[src/rtl/trdb_branch_map.sv]
// Branch map for trace packets: accumulates branch outcomes (1 = not taken)
// until the packet emitter flushes them, flagging outcomes dropped while full.
module trdb_branch_map #(
  parameter int MAP_LEN = 31
) (
  input  logic                           clk_i,
  input  logic                           rst_ni,
  input  logic                           valid_i,
  input  logic                           branch_taken_i,
  input  logic                           flush_i,
  output logic [MAP_LEN-1:0]             map_o,
  output logic [$clog2(MAP_LEN+1)-1:0]   branches_o,
  output logic                           is_full_o,
  output logic                           is_empty_o,
  output logic                           overflow_o
);

  localparam int CW = $clog2(MAP_LEN+1);

  logic [MAP_LEN-1:0] map_reg, map_next;
  logic [CW-1:0]      count_reg, count_next;
  logic               overflow_reg, overflow_next;
  logic               full;

  assign full = (count_reg == CW'(MAP_LEN));

  // A flush restarts the map; a branch in the same cycle lands in bit 0.
  // When full, count_reg matches no bit index, so the outcome is dropped.
  generate
    for (genvar gi = 0; gi < MAP_LEN; gi++) begin : g_bit
      assign map_next[gi] = flush_i
          ? ((gi == 0) && valid_i && !branch_taken_i)
          : ((valid_i && (count_reg == CW'(gi))) ? !branch_taken_i : map_reg[gi]);
    end
  endgenerate

  always_comb begin
    count_next = count_reg;
    if (flush_i) begin
      count_next = valid_i ? CW'(1) : '0;
    end else if (valid_i && !full) begin
      count_next = count_reg + CW'(1);
    end
  end

  assign overflow_next = valid_i && !flush_i && full;

  always_ff @(posedge clk_i or negedge rst_ni) begin
    if (!rst_ni) begin
      map_reg      <= '0;
      count_reg    <= '0;
      overflow_reg <= 1'b0;
    end else begin
      map_reg      <= map_next;
      count_reg    <= count_next;
      overflow_reg <= overflow_next;
    end
  end

  assign map_o      = map_reg;
  assign branches_o = count_reg;
  assign overflow_o = overflow_reg;
  assign is_full_o  = (count_reg == CW'(MAP_LEN));
  assign is_empty_o = (count_reg == '0);

endmodule
[config.mk]
export PLATFORM = sky130hd
export DESIGN_NAME = trdb_branch_map
export DESIGN_NICKNAME = d
export VERILOG_FILES = /design/src/rtl/trdb_branch_map.sv
export SDC_FILE = /design/constraint.sdc
export NUM_CORES = 1
export LEC_CHECK = 0
export CAP_MARGIN = 5
export CORE_MARGIN = 2
export CORE_UTILIZATION = 35
export DETAILED_ROUTE_END_ITERATION = 6
export SETUP_SLACK_MARGIN = 0.1
export SLEW_MARGIN = 15
export SYNTH_ARGS = -nofsm -noshare
export SYNTH_HDL_FRONTEND = slang
export SYNTH_SLANG_ARGS = --single-unit
[constraint.sdc]
create_clock -name clk_i -period 2.9 [get_ports clk_i]
set_input_delay 0.58 -clock clk_i [delete_from_list [all_inputs] [get_ports clk_i]]
set_output_delay 0.58 -clock clk_i [all_outputs]
set_load 0.02 [all_outputs]
After elaboration in Yosys (flattened, before gate mapping)
Cells that the tools add are included.
{ "word_totals": {"inputBits": 5, "out_inout_bits": 39, "elab_cells": 201, "regBits": 37} }
{ "op_classes": {"muxes": 65, "n_eq_ne": 31, "n_reduce_logical": 71, "n_addsub": 1} }
{ "ops": {"columns": ["op", "n"], "rows": [
  ["5-bit == test, second input constant", 16],
  ["2-bit nonzero test", 32],
  ["1-bit two-way mux", 63],
  ["5-bit by 4-bit == test with 1-bit output, second input constant", 8],
  ["1-bit logical AND", 35],
  ["5-bit by 3-bit == test with 1-bit output, second input constant", 4],
  ["5-bit by 2-bit == test with 1-bit output, second input constant", 2],
  ["5-bit two-way mux", 2],
  ["5-bit by 1-bit adder with 5-bit output, second input constant", 1],
  ["5-bit by 1-bit == test with 1-bit output, second input constant", 1],
  ["5-bit zero test", 1],
  ["1-bit zero test", 3]
]} }

Depth between registers and ports, before layout
{ "depth": {"depth_word": 5, "mapped_depth": 7, "ltp_nobuf": 6} }

Worst setup path before layout
No wires, ideal clock.
{ "synth_path": {"kind": "register to register", "from": "reg count_reg[0], in the netlist branches_o[0]", "to": "reg count_reg[3], in the netlist branches_o[3]", "required_time_ns": 2.773, "path_buffers": 0, "setup_time_ns": 0.127, "arrival_time_ns": 1.983, "stages_incl_launch_ff": 7, "synth_period_minus_slack_ns": 2.110, "path_slack_ns": 0.790, "cell_sequence": "dfrtp_1 ha_1 and3_1 ha_1 and2b_1 nand4_1 mux2_1"} }
{ "synth_between": {"elab_chain_len": 4, "elab_cells_between_ends": 7, "cone_classes": "add/sub: 1; eq/ne: 1; mux: 2; reduce/logical: 3"} }
{ "synth_rtl": {"columns": ["element", "line_no", "text"], "rows": [
  ["start, declared", "21", "logic [CW-1:0] count_reg, count_next;"],
  ["start signal, assigned", "55", "count_reg <= count_next;"],
  ["5-bit == test", null, null],
  ["via is_full_o", "13", "output logic is_full_o,"],
  ["1-bit zero test", "41", "end else if (valid_i && !full) begin"],
  ["1-bit logical AND", "41", null],
  ["2-bit nonzero test (no line)", null, null]
]} }
The timed path passes the listed nets, and every way through them passes these cells. The select of a mux whose other input is x is not followed.
A chain may end at the register's enable or synchronous reset.

Final worst setup path
{ "layout_path": {"from": "reg count_reg[0], in the netlist branches_o[0]", "to": "out is_full_o"} }
{ "layout_between": {"elab_chain_len": 1} }
{ "layout_rtl": {"columns": ["element", "line_no", "text"], "rows": [
  ["5-bit == test", "63", "assign is_full_o = (count_reg == CW'(MAP_LEN));"],
  ["end, declared", "13", null]
]} }
Every way passes these cells.

==> impl_metrics.tcl <==
set metrics [dict create \
    status "completed" \
    avgViaCountPerCell 5.05 \
    start_kind "register" \
    portBuffers 43 \
    ys_types 34 \
    yosysTopAreaCell "dfrtp_1" \
    routed_wl_um 4530 \
    synthCells 186 \
    final_common_cell "clkdlybuf4s50_1" \
    worst_pin_slew_ns 0.833 \
    rsz0062_at_grt "no" \
    maxCapViolCount 0 \
    vias 1506 \
    setup_slack_ns 0.228 \
    final_nets 238 \
    avgSynthCellArea_um2 10.3 \
    dr_wl_met3_um 159 \
    syn2layout_area_growth_pct 30.9 \
    relSlewSlack 0.444 \
    chipHeight_um 78.0 \
    worstPathArrival_ns 2.09 \
    syn-cell-area_um2 1920 \
    finClkSkew_ns 0.00751 \
    yosysSeqAreaShare 0.483 \
    p_leak_nw 1.10 \
    finalSetupViolCount 0 \
    yosysWarnings 0 \
    ff2ff_path_depth 6 \
    crit_required_ns 2.32 \
    pre_cts_ws_ns 0.496 \
    floorplan.initialDensity 0.368 \
    globalplace.congestion 0.827 \
    wl_met2_um 2120 \
    post-route-period-util 0.921 \
    antenna_cells 0 \
    drt_iter0_markers 82 \
    coreArea_um2 5200 \
    die-area_um2 6080 \
    antenna_found_initial 0 \
    min_period_ns 2.67 \
    pwr_density_cell_nw_per_um2 448 \
    hp-class "in -> async" \
    grt_max_degree 38 \
    drc 0 \
    async_reset_ff_frac 1.00 \
    ioPinCount 44 \
    final_max_slew_viol_count 0 \
    drive_above_1_share 0.0789 \
    synth-seq-cells 37 \
    r2r_end "branches_o[3]" \
    syn_nets 197 \
    synth_area_leaders "dfrtp_1 48%, mux2i_1 7.8%, nand2b_1 5.2%, a21oi_1 4.2%, ha_1 3.9%" \
    synth_top_area_frac 0.483 \
    wl_per_cell_um 15.2 \
    cts-resized-gates 0 \
    ir_drop_uv 337 \
    cts_setup_buffers 0 \
    cts_made_buffers 5 \
    cp_max_fo 6 \
    design_area_um2 2510 \
    ant_nets 0 \
    placed_area_um2 2380 \
    grt_pass1_wl_um 7630 \
    clk_pin_slew_ns 0.07 \
    grt_pass1_vias 1487 \
    overflow 0 \
    fill_cells 502 \
    die_x_um 78.0 \
    cts_root_buffer "clkbuf_8" \
    synth_edf_count 0 \
    max_freq_ghz 0.374 \
    grtUsageTotal 0.161 \
    setup.worst_path.class "reg -> out" \
    p_total_mw 1.12 \
    yosys_most_used_dff "dfrtp_1" \
    clock_latency_ns 0.29 \
    h-tree-depth 2 \
    rrSetupSlack_ns 0.84 \
    cts-hold-fix-buffers 0 \
    met1_length_um 2180 \
    reg2reg_from "branches_o[0]" \
    cts_tree "done" \
    rows 26 \
    cts.sinks 37 \
    dr.pass1.iters 4 \
    finalSetupTns_ns 0 \
    hpwl_um 3010 \
    hold_viol 0 \
    mostFrequentLayoutCells "42 x clkdlybuf4s50_1, 37 x dfrtp_1, 19 x nand2_1, 16 x nand2b_1, 16 x a21oi_1" \
    top_layer "met4" \
    cp-end-kind "primary output" \
    ctsLongestPathBuffers 2 \
]
-- report_power, final --
group	internal (mW)	total (mW)	switching, mW
registers	0.524	0.536	0.0121
clock network	0.280	0.465	0.184
logic	0.0492	0.124	0.0749
-- synthesized netlist by cell type, drive strengths merged, types with 2 or more instances --
master  count
and4bb      2
nand2      19
nor4b       2
buf         6
inv         4
dfrtp      37
or2         2
or3        11
mux2i      15
o31ai       5
nand2b     16
nor2b       2
clkbuf      7
nand3       4
ha          6
nor2        6
or4         4
a21oi      16
o21ai      13
-- registers in the layout, indices dropped and copies added (netlist names) --
register    count
branches_o      5
map_o          31
overflow_o      1
-- per-layer routing --
metal	track usage	vias up
met3	0.0372	7
li1	-	724
met5	0	-
met1	0.213	744
met4	0.0632	0
met2	0.254	31
-- logic make-up after synthesis --
logic type,Yosys count,synth area share
compound gates,36,0.104
xor+xnor,1,0.00457
fa+ha+maj,6,0.0392
buf+inv,17,0.0483
flops,37,0.483
mux,16,0.0842
simple gates,73,0.237
-- per-stage QoR --
stage | hold slack (ns) | instances | utilization
global placement | 0.517 | 290 | 0.458
global route | 0.458 | 298 | 0.482
CTS | 0.420 | 298 | 0.480
detailed placement | 0.535 | 290 | 0.458
floorplan | 0.284 | 186 | -
finish | 0.384 | 298 | 0.482
-- worst max path at each step --
stage	startpoint	to	slack [ns]	cells after the start
after global routing	branches_o[0]	is_full_o	0.11	4
after global placement	branches_o[0]	is_empty_o	0.55	4
after detailed placement	branches_o[0]	is_empty_o	0.50	4
after CTS	branches_o[0]	is_empty_o	0.16	4
after floorplan	branches_o[0]	branches_o[3]	0.79	6
final	branches_o[0]	is_full_o	0.23	4
-- layout make-up --
| cell class | count | area [um^2] | area share |
|---|---|---|---|
| clock buffer | 7 | 86.3 | 0.0344 |
| clock inverter | 1 | 30.0 | 0.0120 |
| timing repair buffer | 47 | 455 | 0.181 |
| tap | 70 | 87.6 | 0.0349 |
| sequential | 37 | 926 | 0.369 |
| multi-input combinational | 132 | 910 | 0.362 |
| inverter | 4 | 15.0 | 0.00598 |
-- critical path, cell delays in order, from the launching register on --
cell	delay, ns
dfrtp_1	0.44
ha_2	0.28
and3_1	0.20
ha_1	0.24
clkdlybuf4s50_1	0.64
Power figures use the tool's default switching activity.
